**config.mk**
```make
export PLATFORM = sky130hd
export DESIGN_NAME = cdb_arbiter
export DESIGN_NICKNAME = d
export VERILOG_FILES = /design/src/rtl/cdb_arbiter.sv
export SDC_FILE = /design/constraint.sdc
export NUM_CORES = 1
export LEC_CHECK = 0
export CAP_MARGIN = 10
export CORE_MARGIN = 2
export CORE_UTILIZATION = 50
export DETAILED_ROUTE_END_ITERATION = 6
export PLACE_DENSITY = 0.86
export SLEW_MARGIN = 0
export SYNTH_ARGS = -nofsm -noshare
export SYNTH_HDL_FRONTEND = slang
export SYNTH_SLANG_ARGS = --single-unit
```
**constraint.sdc**
```tcl
create_clock -name clk -period 4.6 [get_ports clk]
set_clock_uncertainty 0.1 [all_clocks]
set_input_delay 1.38 -clock clk [delete_from_list [all_inputs] [get_ports clk]]
set_output_delay 1.38 -clock clk [all_outputs]
set_load 0.1 [all_outputs]
```
**src/rtl/cdb_arbiter.sv**
```systemverilog
// Common-data-bus arbiter: three producers each feed a 2-entry FIFO; one result per
// cycle is granted round-robin and broadcast on a registered CDB.
module cdb_arbiter #(
  parameter int unsigned DATA_W   = 32,
  parameter int unsigned ROB_ID_W = 4
) (
  input  logic                clk,
  input  logic                rst,
  input  logic                rdy,
  input  logic                ROB_roll_back_flag,
  input  logic                ALU_valid,
  input  logic [ROB_ID_W-1:0] ALU_ROB_id,
  input  logic [DATA_W-1:0]   ALU_value,
  output logic                ALU_ready,
  input  logic                LSB_valid,
  input  logic [ROB_ID_W-1:0] LSB_ROB_id,
  input  logic [DATA_W-1:0]   LSB_value,
  output logic                LSB_ready,
  input  logic                BR_valid,
  input  logic [ROB_ID_W-1:0] BR_ROB_id,
  input  logic [DATA_W-1:0]   BR_value,
  output logic                BR_ready,
  output logic                CDB_valid,
  output logic [ROB_ID_W-1:0] CDB_ROB_id,
  output logic [DATA_W-1:0]   CDB_value,
  output logic [1:0]          CDB_src
);

  localparam int unsigned NSRC  = 3;
  localparam int unsigned ENT_W = ROB_ID_W + DATA_W;

  logic [ENT_W-1:0] r_mem  [NSRC][2];
  logic [1:0]       r_cnt  [NSRC];
  logic             r_head [NSRC];
  logic             r_tail [NSRC];
  logic [1:0]       r_rr;

  logic [NSRC-1:0]  w_in_valid;
  logic [ENT_W-1:0] w_in_data [NSRC];
  logic [NSRC-1:0]  w_push;
  logic [NSRC-1:0]  w_pop;
  logic [NSRC-1:0]  w_nonempty;
  logic             w_clear;
  logic             w_grant;
  logic [1:0]       w_win;
  logic [ENT_W-1:0] w_win_data;

  // (a + b) mod 3 for source indices in 0..2
  function automatic logic [1:0] wrap3(input logic [1:0] a, input logic [1:0] b);
    logic [2:0] sum;
    sum = {1'b0, a} + {1'b0, b};
    return (sum >= 3'd3) ? 2'(sum - 3'd3) : sum[1:0];
  endfunction

  assign w_clear      = rst | ROB_roll_back_flag;
  assign w_in_valid   = {BR_valid, LSB_valid, ALU_valid};
  assign w_in_data[0] = {ALU_ROB_id, ALU_value};
  assign w_in_data[1] = {LSB_ROB_id, LSB_value};
  assign w_in_data[2] = {BR_ROB_id, BR_value};

  assign ALU_ready = (r_cnt[0] != 2'd2);
  assign LSB_ready = (r_cnt[1] != 2'd2);
  assign BR_ready  = (r_cnt[2] != 2'd2);

  for (genvar g = 0; g < NSRC; g++) begin : g_src
    assign w_push[g]     = rdy && !w_clear && w_in_valid[g] && (r_cnt[g] != 2'd2);
    assign w_nonempty[g] = (r_cnt[g] != 2'd0);
    assign w_pop[g]      = w_grant && (w_win == 2'(g));
  end

  // Round-robin search starting at r_rr; first non-empty source wins
  always_comb begin
    logic [1:0] v_idx;
    w_grant = 1'b0;
    w_win   = 2'd0;
    v_idx   = 2'd0;
    for (int k = 0; k < NSRC; k++) begin
      v_idx = wrap3(r_rr, 2'(k));
      if (rdy && !w_clear && !w_grant && w_nonempty[v_idx]) begin
        w_grant = 1'b1;
        w_win   = v_idx;
      end
    end
  end

  assign w_win_data = r_mem[w_win][r_head[w_win]];

  // Payload storage needs no reset: entries are only read while counted valid
  always_ff @(posedge clk) begin
    for (int s = 0; s < NSRC; s++) begin
      if (w_push[s]) r_mem[s][r_tail[s]] <= w_in_data[s];
    end
  end

  always_ff @(posedge clk) begin
    if (rst) begin
      for (int s = 0; s < NSRC; s++) begin
        r_cnt[s]  <= 2'd0;
        r_head[s] <= 1'b0;
        r_tail[s] <= 1'b0;
      end
      r_rr       <= 2'd0;
      CDB_valid  <= 1'b0;
      CDB_ROB_id <= '0;
      CDB_value  <= '0;
      CDB_src    <= 2'd0;
    end else if (ROB_roll_back_flag) begin
      for (int s = 0; s < NSRC; s++) begin
        r_cnt[s]  <= 2'd0;
        r_head[s] <= 1'b0;
        r_tail[s] <= 1'b0;
      end
      r_rr      <= 2'd0;
      CDB_valid <= 1'b0;
    end else if (rdy) begin
      for (int s = 0; s < NSRC; s++) begin
        if (w_push[s]) r_tail[s] <= ~r_tail[s];
        if (w_pop[s])  r_head[s] <= ~r_head[s];
        r_cnt[s] <= r_cnt[s] + 2'(w_push[s]) - 2'(w_pop[s]);
      end
      CDB_valid <= w_grant;
      if (w_grant) begin
        r_rr       <= wrap3(w_win, 2'd1);
        CDB_ROB_id <= w_win_data[ENT_W-1 -: ROB_ID_W];
        CDB_value  <= w_win_data[DATA_W-1:0];
        CDB_src    <= w_win;
      end
    end
  end

endmodule

```
==> results.md <==
- Status: complete, no violations
- Design area: 0.0130 mm^2
- Tot GR Track Use: 22.9%
- Fmax: 265 MHz
- Root Buffer: clkbuf_16
- Detail Route Antenna Nets: 0
- Total grt overflow: 0
- Hold WS: 0.385 ns
- R2R Setup Slk: 1.05 ns
- Min-Delay Path Class: reg2reg
- Post-Syn Instances: 665
- CTS H-tree depth: 1
- Setup violators final: 0
- WS Path Type: in2reg
- First-pass GRT wire length: 37.8 mm
- P&R area growth vs syn: 28.7%
- Post-synthesis register bit count: 269
- Vias: 6585
- Routability congestion estimate: 0.794
- CTS tree: built
- Largest net degree at the start of global routing: 81
- Hold path start: CDB_valid$_SDFFE_PP0P_
- Drt pass-1 iters: 7
- Synthesized area per cell: 15.1 um^2
- Synth Cell Area: 0.0101 mm^2
- Dpl hpwl: 15.7 mm
- Routed WL per cell: 22.0 um
- Fin. Hold Viols: 0
- Post-Route WL: 24.7 mm
- Max-slew violations: 0
- Final TNS setup: 0 ns
- FF-to-FF path depth: 10
- Num CTS Buffers: 28
- Num rows: 51
- Synth area leader: edfxtp_1
- Vias in the first global route: 6661
- CTS Buffer Depth: 3
- Initial Util: 51.4%
- Min Tclk post-route: 3.77 ns
- Critical Path Sink Type: flip-flop
- NetSw: 1220 uW
- Ranking of synthesized cells by area: edfxtp_1, dfxtp_1, a22oi_1, a32o_1, nand2_1
- Hold-fix buffers, CTS: 0
- P_int: 4190 uW
- Post-route insts no fill: 1123
- Crit path DAT: 4.09 ns
- DP Area: 0.0121 mm^2
- Post-cts repair resize count: 0
- Clock Latency Late Sink: 0.53 ns
- Nets@finish: 958
- Post-synth ARST share: 0%
- Main synth FF type: edfxtp_1
- Crit path to: CDB_value[23]$_SDFFE_PP0P_
- Layout cell share with drive strength beyond 1: 9.12%
- Clock slew at reported path FFs: 0.06 ns
- Sequential area share after synthesis: 76.2%
- Remaining DRCs: 0
- Antenna violations before repair: 4
- Syn. warnings: 0
- Placeable Area: 0.0196 mm^2
- Most frequent cells after synthesis: edfxtp_1, nand2_1, a22oi_1
- Reg2Reg Capture Point: CDB_value[23]$_SDFFE_PP0P_
- LEAKAGE: 0.00450 uW
- Synth Net Count: 789
- Post-synth EDFFs: 228
- # Post-CTS Setup Buffers: 0
- Starting DRC count in detailed routing: 592
- Die X: 146 um
- Relative slew slack: 30.5%
- Total power per unit cell area: 418 mW/mm^2
- Worst Tran Pin Value: 1.04 ns
- Crit start category: input pin
- Sequential share of power: 50.4%
- Placed cells: 1069
- RR Startpoint: r_rr[0]$_SDFFE_PP0P_
- Worst VDD drop: 375 uV
- Max Cap Viol: 0
- Net Sw Frac: 22.5%
- Worst-path fanout max: 44
- Die ar.: 0.0213 mm^2
- I/O pins: 157
- Clock group share of total power: 40.2%
- Yosys cell types: 38
- Top-count cell post-synth: edfxtp_1
- PortBufs: 156
- Die Y: 146 um
- Comb power frac: 9.4%
- Final worst path period share: 82.0%
- Area share of the leading cell type in the synthesized netlist: 68.0%
- RSZ-0062 raised after global routing: no
- Vias per Instance: 5.86
- Start point of the critical path: rst
- Critical Path RT: 4.92 ns
- Clk sinks: 269
-- power by group through the flow --
stage,sequential (uW),clock (uW),combinational [uW]
floorplan,2920,0,143
global placement,2770,0,495
detailed placement,2780,0,507
CTS,2730,2200,511
global route,2730,2290,535
finish,2730,2170,511
-- worst max-delay path, stage by stage --
cell and delay, ns:
clkdlybuf4s50_1 0.50, nor3b_2 0.24, o31ai_1 0.22, nor2_4 0.20
buf_4 0.47, a221o_2 0.43, buf_12 0.25, nand3_1 0.13
a32o_1 0.23
-- layout by cell type (no fill, tap or decap), drive strengths merged, types with 17 or more instances in the layout --
cell	synthesis	final
buf	14	25
clkbuf	28	41
clkdlybuf4s50	0	156
nor2	19	19
nand3	43	43
a31oi	36	36
inv	17	17
a32o	36	36
edfxtp	228	228
nand2	82	82
dfxtp	41	41
a22oi	72	72
-- flip-flops by register name, summed over array words and instances, names as in the netlist --
name / count
CDB_valid: 1
r_tail: 3
CDB_ROB_id: 4
r_cnt: 6
r_rr: 2
r_mem: 216
r_head: 3
CDB_src: 2
CDB_value: 32
-- area by class of cell --
| cell class | count | area (um^2) |
|---|---|---|
| antenna | 3 | 7.51 |
| inverter | 18 | 67.6 |
| clock inverter | 10 | 96.3 |
| multi-input combinational | 336 | 2170 |
| tap | 265 | 332 |
| sequential | 269 | 7670 |
| clock buffer | 41 | 801 |
| timing repair buffer | 181 | 1810 |
| fill | 1364 | 6640 |
-- kinds of logic (layout without fill, tap and decap cells) --
family	count (synthesis)	in the layout	share of synthesized area (%)
adders and majority gates	10	10	1.22
other	0	3	0
xor gates and xnor gates	6	6	0.522
AOI/OAI and AO/OA	158	158	12.4
DFF	269	269	76.2
and+or+nand+nor	162	162	7.06
buffers and inverters	60	250	2.65
-- metal layers --
layer,vias up,GRT usage [%],wire (um)
met2,281,40.3,12900
met5,-,0,13
met4,2,6.52,439
met3,37,3.86,1660
met1,3307,29.6,9730
li1,2958,-,-
-- worst min-delay path by stage --
stage	endpoint	slack, ns	depth (start not counted)
after detailed placement	CDB_valid$_SDFFE_PP0P_	0.38	2
final	CDB_valid$_SDFFE_PP0P_	0.38	2
after global placement	CDB_valid$_SDFFE_PP0P_	0.36	2
after global routing	CDB_value[11]$_SDFFE_PP0P_	0.43	1
after floorplan	r_rr[1]$_SDFFE_PP0P_	0.35	2
after CTS	CDB_valid$_SDFFE_PP0P_	0.39	2
-- per-stage QoR --
stage / setup WS, ns / power (uW) / util (%)
2_1_floorplan: 0.491 / 3060 / -
3_3_place_gp: 0.414 / 3270 / 61.5
3_5_place_dp: 0.309 / 3280 / 61.5
4_1_cts: 0.824 / 5440 / 66.1
5_1_grt: 0.699 / 5560 / 66.1
6_report: 0.827 / 5410 / 66.1
No activity file was read; power rests on OpenSTA's default activity.
==> RTL change (same settings) <==
Make the reset (`rst`) asynchronous in one clocked block.
--- a/src/rtl/cdb_arbiter.sv
+++ b/src/rtl/cdb_arbiter.sv
@@ -92,7 +92,7 @@
     end
   end
 
-  always_ff @(posedge clk) begin
+  always_ff @(posedge clk or posedge rst) begin
     if (rst) begin
       for (int s = 0; s < NSRC; s++) begin
         r_cnt[s]  <= 2'd0;
Behaviour: differs if rst is asserted again (counterexample within 4 cycles, from zero or initial values and one cycle with rst high); with rst held inactive, the same outputs for 4 cycles.
==> RTL change against the unedited design <==
Cell area rose by 2.6%; sequential cell count did not move; routed wire length is 3.3% lower; fmax up 0.35%; cell count down 3.2%; area after synthesis is 2.9% higher; count of clock-buffer cells in the layout fell by 12; setup slack better by 0.013 ns; largest cell class unchanged.
Power is not compared: it rests on default switching activity, and its combinational part moved more than twofold at a synthesized area within 25%.
==> RTL change: results (changes against the unedited design) <==
Finish:
- The number of nets in the layout is 916 (-4.4%).
- The number of fill cells in the layout is 1437 (+5.4%).
- The layout cell share with drive strength beyond 1 was 14.5% (+5.4 points).

Place:
- The worst setup timing slack at the placement stage is 0.363 ns (+0.0547 ns).
- The final weighted congestion of routability-driven global placement is 0.790 (-0.47%).
- The placed wire-length estimate is 15000 um (-4.2%).

Yosys:
- By count the netlist is led by edfxtp_1 (216), a21oi_1 (74), a22o_1 (72).
- The area fraction in compound gates after synthesis is 15.7% (+3.3 points).
- The post-synthesis cell type count was 42 (+11%).
- Sorting the synthesized cells by area gives the leading types as edfxtp_1 (63%), dfrtp_1 (13%), a22o_1 (6.1%).
- The area share of xor/xnor cells in the synthesized design was 0.931% (+0.41 points).
- The adder-cell share of the synthesized area is 0.967% (-0.25 points).
- The number of enable flip-flop cells after synthesis came to 216 (-5.3%).
- The async set-reset flop share out of synthesis is 19.7% (+20 points).
- The share of cell area taken by muxes after synthesis is 0.290% (+0.29 points).
- The sequential fraction of the synthesis area is 75.5% (-0.72 points).
- The number of nets in the synthesized netlist is 748 (-5.2%).

Global route:
- The largest net degree at the start of global routing came to 73 (-9.9%).
- The via count of the first global-routing pass is 6566 (-1.4%).
- The global-route wire length before repair is 36700 um (-3.0%).
- The initial antenna violation count is 2 (-2).
- The overall fraction of global-route tracks in use came to 22.0% (-0.91 points).

Critical path:
- The delay of the slowest cell on the worst path came to 1.15 ns (+0.65 ns).
- The worst setup path endpoint is LSB_ready.
- The critical path data arrival time was 2.28 ns (-1.81 ns).
- The worst-path maximum fanout is 6 (-86%).
- The reg-to-reg critical path endpoint is CDB_value[10]$_DFFE_PP0P_.
- The worst setup path startpoint is r_cnt[2]$_DFFE_PP0P_.
- The worst setup slack for register-to-register paths is 1.55 ns (+0.50 ns).
- In this run the critical register-to-register path is launched from r_rr[0]$_DFFE_PP0P_.

Timing:
- The worst-case setup margin in the final layout is 0.840 ns (+0.0131 ns).
- The pin slew with the least headroom to its limit is 1.06 ns (+0.0204 ns).

Worst hold path:
- The cell depth of the worst hold path is 1 (-1).
- The worst hold path terminates at CDB_src[0]$_DFFE_PP0P_.
- In this run the most critical hold path is launched from CDB_src[0]$_DFFE_PP0P_.

Outcome:
- The run finished with clean final reports.

Clock tree:
- The clock slew at the register clock pins of the worst setup and hold paths was 0.06 ns (about the same).
- The CTS H-tree depth came to 1 (unchanged).

Route:
- The detailed-router iteration count before antenna repair is 5 (-2).
- The detailed-route wire length is 23900 um (-3.3%).
- The number of violations reported at the end of detailed-routing iteration 0 is 446 (-25%).
- The total via count after detailed routing is 6202 (-5.8%).
-- RTL change: cell count changes after synthesis, moves of 41 or more --
cell	before	now
nand2_1	82	6
a22oi_1	72	0
dfxtp_1	41	0
dfrtp_1	0	53
a22o_1	0	72
a21oi_1	2	74
-- RTL change: power by group through the flow --
stage | Combinational [mW] | Clock (mW) | Sequential, mW
after global placement | 1.83 | 0 | 2.97
after floorplan | 0.255 | 0 | 4.03
after detailed placement | 1.86 | 0 | 2.97
after global routing | 1.92 | 2.53 | 2.94
final | 1.86 | 2.40 | 2.92
after CTS | 1.87 | 2.44 | 2.92
-- RTL change: final cells by class --
type,count,share of cell area (%)
multi-input combinational,301,17.1
clock buffer,29,5.30
antenna,2,0.0376
inverter,14,0.395
clock inverter,23,2.25
timing repair buffer,179,13.6
sequential,269,58.8
tap,270,2.54
-- RTL change: metal layers --
metal	wire, um	track usage, %
met1	9590	28.7
met2	12100	37.5
met3	1500	3.67
met5	0	0
met4	725	8.52
-- RTL change: stage by stage --
stage / hold slack [ns] / cells / instance area [um^2] / utilization, %
finish: 0.409 / 1087 / 13300 / 65.5
global route: 0.423 / 1087 / 13300 / 65.5
floorplan: 0.402 / 625 / 10400 / -
CTS: 0.409 / 1085 / 13300 / 65.5
detailed placement: 0.382 / 1033 / 12300 / 60.5
global placement: 0.393 / 1033 / 12300 / 60.5
-- RTL change: worst max-delay path: cells and delay by family (launching register included) --
kind,cells,cell delay (ns)
buf+inv,1,1.15
flops,1,0.44
simple gates,1,0.16
-- RTL change: cell families after synthesis --
logic type,after synthesis
compound gates,197
xor+xnor,11
fa+ha+maj,8
buf+inv,55
flops,269
mux,3
simple gates,82
